==> src/rtl/evt_strobe_gen.sv <==
// evt_strobe_gen: periodic single-cycle event strobes, either a fixed-length burst or free-running.
// Define EVT_STROBE_GEN_PAUSE_EN to add the pause_in port that freezes a run in place.
module evt_strobe_gen #(
   parameter int PERIOD_W = 17,
   parameter int BURST_W  = 27
) (
   input  logic                clk_in,
   input  logic                rst_in,
   // cfg handshake: a transfer happens on an edge where cfg_valid_in and cfg_ready_out are both
   // high; ready is high only in IDLE, and valid may be raised or dropped at any time.
   input  logic                cfg_valid_in,
   output logic                cfg_ready_out,
   input  logic [PERIOD_W-1:0] cfg_period_in,
   input  logic [BURST_W-1:0]  cfg_burst_in,
   input  logic                start_in,
   input  logic                stop_in,
`ifdef EVT_STROBE_GEN_PAUSE_EN
   input  logic                pause_in,
`endif
   output logic                evt_out,
   output logic                busy_out,
   output logic                done_out,
   output logic [BURST_W-1:0]  evt_idx_out
);

   typedef enum logic [1:0] {
      ST_IDLE = 2'd0,
      ST_RUN  = 2'd1,
      ST_DONE = 2'd2
   } state_t;

   state_t              state_q;
   logic [PERIOD_W-1:0] period_q;
   logic [BURST_W-1:0]  burst_q;
   logic [PERIOD_W-1:0] ph_q;
   logic [BURST_W-1:0]  cnt_q;
   logic                evt_q;
   logic                done_q;

   logic [PERIOD_W-1:0] ph_d;
   logic [BURST_W-1:0]  cnt_d;
   logic                pause_w;

`ifdef EVT_STROBE_GEN_PAUSE_EN
   assign pause_w = pause_in;
`else
   assign pause_w = 1'b0;
`endif

   // Phase wraps at period_q-1, so a period of 1 keeps ph at 0 and strobes every cycle.
   always_comb begin
      ph_d  = (ph_q == period_q - 1'b1) ? '0 : ph_q + 1'b1;
      cnt_d = cnt_q + 1'b1;
   end

   always_ff @(posedge clk_in or negedge rst_in) begin
      if (!rst_in) begin
         state_q  <= ST_IDLE;
         period_q <= PERIOD_W'(1);
         burst_q  <= BURST_W'(1);
         ph_q     <= '0;
         cnt_q    <= '0;
         evt_q    <= 1'b0;
         done_q   <= 1'b0;
      end else begin
         case (state_q)
            ST_IDLE: begin
               evt_q  <= 1'b0;
               done_q <= 1'b0;
               if (cfg_valid_in) begin
                  period_q <= (cfg_period_in == '0) ? PERIOD_W'(1) : cfg_period_in;
                  burst_q  <= cfg_burst_in;
               end
               if (start_in) begin
                  ph_q    <= '0;
                  cnt_q   <= '0;
                  state_q <= ST_RUN;
               end
            end
            ST_RUN: begin
               done_q <= 1'b0;
               if (stop_in) begin
                  // Stop beats a pulse that would be due on this same edge.
                  evt_q   <= 1'b0;
                  state_q <= ST_DONE;
               end else if (pause_w) begin
                  evt_q <= 1'b0;
               end else begin
                  evt_q <= (ph_q == '0);
                  ph_q  <= ph_d;
                  if (ph_q == '0) begin
                     cnt_q <= cnt_d;
                     if ((burst_q != '0) && (cnt_d == burst_q)) begin
                        state_q <= ST_DONE;
                     end
                  end
               end
            end
            ST_DONE: begin
               evt_q   <= 1'b0;
               done_q  <= 1'b1;
               state_q <= ST_IDLE;
            end
            default: begin
               state_q <= ST_IDLE;
            end
         endcase
      end
   end

   assign cfg_ready_out = (state_q == ST_IDLE);
   assign busy_out      = (state_q == ST_RUN);
   assign evt_out       = evt_q;
   assign done_out      = done_q;
   assign evt_idx_out   = cnt_q;

endmodule

==> config.mk <==
export PLATFORM = sky130hd
export DESIGN_NAME = evt_strobe_gen
export DESIGN_NICKNAME = d
export VERILOG_FILES = /design/src/rtl/evt_strobe_gen.sv
export SDC_FILE = /design/constraint.sdc
export NUM_CORES = 1
export LEC_CHECK = 0
export ABC_AREA = 0
export BUFFER_PORTS_ARGS = -buffer_cell sky130_fd_sc_hd__buf_2
export CORE_ASPECT_RATIO = 0.6
export CORE_MARGIN = 2
export CORE_UTILIZATION = 59
export CTS_CLUSTER_DIAMETER = 150
export DETAILED_ROUTE_END_ITERATION = 10
export PLACE_DENSITY_LB_ADDON = 0.05
export SLEW_MARGIN = 10
export SYNTH_ARGS = -nofsm -noshare
export SYNTH_HDL_FRONTEND = slang
export SYNTH_SLANG_ARGS = --single-unit
==> constraint.sdc <==
create_clock -name clk_in -period 3.66 [get_ports clk_in]
set_clock_uncertainty 0.1 [all_clocks]
set_input_delay 0.183 -clock clk_in [delete_from_list [all_inputs] [get_ports clk_in]]
set_output_delay 0.183 -clock clk_in [all_outputs]
set_load 0.05 [all_outputs]
==> key figures <==
Critical path
  – CP max stage cell: nor4_1
  – CP max stage delay: 0.94 ns
  – Worst path top cell family by delay: simple AND/OR/NAND/NOR gates
  – CP Capture Point: state_q[0]$_DFFE_PN0P_
  – Crit path launch: evt_idx_out[0]$_DFFE_PN0P_
  – Total stage count of the critical path: 7
  – Worst reg2reg startpoint: evt_idx_out[0]$_DFFE_PN0P_
  – Crit-path max FO: 9
  – Critical path endpoint category: register
  – Setup CP Type: reg -> reg
  – Crit start category: register
  – CP Buf/Inv Count: 0
  – Worst Path Required: 3.76 ns
  – Worst path cell trace: nand3_1 -> nor4_1 -> a21oi_1 -> nor3_1 -> o2111a_1 -> and4bb_1 -> a31oi_1
  – Worst path arrival time: 3.34 ns
  – Reg2Reg Setup Slack: 0.42 ns
  – Reg2reg path depth: 7
  – Reg2Reg Capture Point: state_q[0]$_DFFE_PN0P_

Global route
  – Largest net degree at the start of global routing: 78
  – Vias in the first global route: 5334
  – First-pass GRT wire length: 28900 um
  – GRT overflow: 0
  – Initial antenna violation count: 0
  – GRT Total Usage: 34.4%

Clocking
  – CTS Sinks: 92
  – TritonCTS clock tree: done
  – Reg clk slew, reported paths: 0.07 ns
  – CTS root buf: clkbuf_16
  – CTS H-tree lvls: 3
  – Post-CTS Hold Buffers: 42
  – Worst-Skew Late Latency: 0.35 ns
  – Max clock buf depth: 2
  – PostCTS Resize Cnt: 0
  – CTS Buf Count: 9
  – Setup Buffers After CTS: 0

Timing
  – Fmax: 308 MHz
  – Slew HR: 24.0%
  – RSZ-0062 raised after global routing: false
  – Count of final max-slew check failures: 0
  – Final Worst Setup Slack: 0.415 ns
  – Crit path time final: 3.24 ns
  – Final TNS setup: 0 ns
  – Final cycle utilization of the critical path: 88.7%
  – Final setup vio count: 0
  – Final hold viol count: 0
  – Tightest Pin Transition: 1.14 ns

Logic synthesis
  – Syn Inst Count: 661
  – Count leader, synth: dfrtp_1
  – Mapped Nets: 714
  – Synth cell types: 79
  – Synth warn: 0
  – Post-synth EDFFs: 0
  – Post-synthesis async set-or-reset flop share: 100%
  – Sequential share of the synthesized area: 38.2%
  – Top cells by area, synth: dfrtp_1 37%, mux2_2 7.3%, xnor2_1 5.4%, nand2_1 4.4%, o21ai_0 3.8%
  – Area share of the largest cell type after synthesis: 37.3%
  – Synth cell count leaders: 90 x dfrtp_1, 70 x nand2_1, 46 x o21ai_0
  – Mapped cell area: 0.00603 mm2
  – Register bit total from synthesis: 92
  – Post-synth top flop: dfrtp_1
  – Syn_area_per_cell: 9.13 um2
  – Synth area leader: dfrtp_1

Detailed routing
  – Starting DRC count in detailed routing: 755
  – DR WL/cell: 20.4 um
  – Via/cell ratio: 6.49
  – Detail Route Antenna Nets: 0
  – Detailed Routing Iterations Pass 1: 5
  – Routed via count: 5840
  – Total wire length: 18300 um
  – # DRC: 0

Finish
  – Layout cells sized above 1: 22.4%
  – Fill count: 720
  – Antenna diodes: 0
  – Area growth syn-to-layout: 19.3%
  – Final net count: 813

Placed design
  – Post-DP HPWL: 13000 um
  – Port Buffer Count: 79
  – Routability congestion estimate: 0.935
  – Dpl ws: 0.558 ns

Floorplan
  – Row cnt: 28
  – I/O Pins: 80
  – Die area: 0.0111 mm2
  – Die Y: 82.3 um
  – Initial Utilization: 60.8%
  – Placeable Area: 0.00991 mm2
  – Die span in x: 135 um

Pwr
  – P_leak: 3.08 nW
  – Pwr dens: 482 mW/mm2
  – VDD IR-drop max: 309 uV

Run
  – Maxcap violations: 0

Hold path
  – Hold Crit Depth: 2
  – HP Class: in -> reg

Status
  – Status: finished clean
==> per-layer routing <==
layer | share of wire, % | vias up | GRT usage, %
met5 | 0 | - | 0
met3 | 12 | 24 | 9.52
li1 | - | 2641 | -
met2 | 40 | 345 | 47.3
met1 | 47 | 2830 | 53.3
met4 | 1.0 | 0 | 6.74
==> cells in the final DEF, fill, tap and decap left out, types with 4 or more instances in the layout <==
master / instances
o41ai_1: 5
nor2b_1: 7
xnor2_1: 37
nand4_1: 12
nand2_1: 70
nor2_1: 43
dfrtp_1: 90
ha_1: 4
a211oi_1: 4
inv_1: 17
or4_1: 6
o31ai_1: 16
clkbuf_16: 9
mux2_2: 39
nor3_1: 13
nand3_1: 37
o221ai_1: 10
and2_1: 11
or2_2: 4
and3_1: 12
and4_1: 4
buf_2: 78
xor2_1: 18
o211ai_1: 5
buf_4: 12
dlygate4sd3_1: 42
a21oi_1: 13
nor4_1: 18
o21ai_0: 46
a31oi_1: 6
o2111ai_1: 4
==> cells by family after synthesis <==
logic type	synth area share (%)
xor+xnor	7.99
compound gates	16.1
flops	38.2
mux	7.61
buf+inv	4.63
simple gates	24.4
fa+ha+maj	0.996
==> worst register-to-register path: cells and delay by family (launching register included) <==
family	cells	cell delay, ns
simple gates	4	1.93
flops	1	0.49
compound gates	3	0.58
==> how the worst min path moves through the flow <==
stage                     start                      end  slack, ns
5_1_grt        cfg_period_in[3]  period_q[3]$_DFFE_PN0P_       0.01
4_1_cts        cfg_period_in[3]  period_q[3]$_DFFE_PN0P_     0.0004
3_3_place_gp             rst_in  burst_q[19]$_DFFE_PN0P_       0.30
6_report       cfg_period_in[3]  period_q[3]$_DFFE_PN0P_       0.01
3_5_place_dp             rst_in  burst_q[15]$_DFFE_PN0P_       0.31
2_1_floorplan            rst_in  burst_q[10]$_DFFE_PN0P_      -0.21
==> cell type report <==
type,count,area (um2),share of cell area [%]
clock buffers,10,239,3.32
clock inverters,6,70.1,0.974
inverters,17,63.8,0.887
multi-input cells,508,3450,47.9
flip-flops and latches,92,2300,32.0
well taps,135,169,2.35
repair buffers,132,901,12.5
==> per-stage QoR <==
stage | std cells | util, % | cell area [um2] | total power [W] | hold WS (ns)
finish | 900 | 72.6 | 7200 | 0.00347 | 0.0111
global route | 900 | 72.6 | 7200 | 0.00364 | 0.0118
floorplan | 661 | - | 6030 | 0.00211 | -0.213
detailed placement | 842 | 65.2 | 6470 | 0.00243 | 0.305
global placement | 842 | 65.2 | 6470 | 0.00239 | 0.297
CTS | 900 | 72.6 | 7200 | 0.00345 | 0.000409
==> flip-flops by register name, summed over array words and instances (netlist names) <==
name	count
done_out	1
ph_q	17
evt_out	1
evt_idx_out	27
burst_q	27
state_q	2
period_q	17
==> power breakdown <==
group / internal, W / leakage, nW / switching, W
clock network: 0.000556 / 0.154 / 0.000430
registers: 0.00118 / 1.18 / 0.000270
logic: 0.000476 / 1.75 / 0.000556
total: 0.00222 / 3.08 / 0.00126
Note: power is estimated with default switching activity, not from simulation.
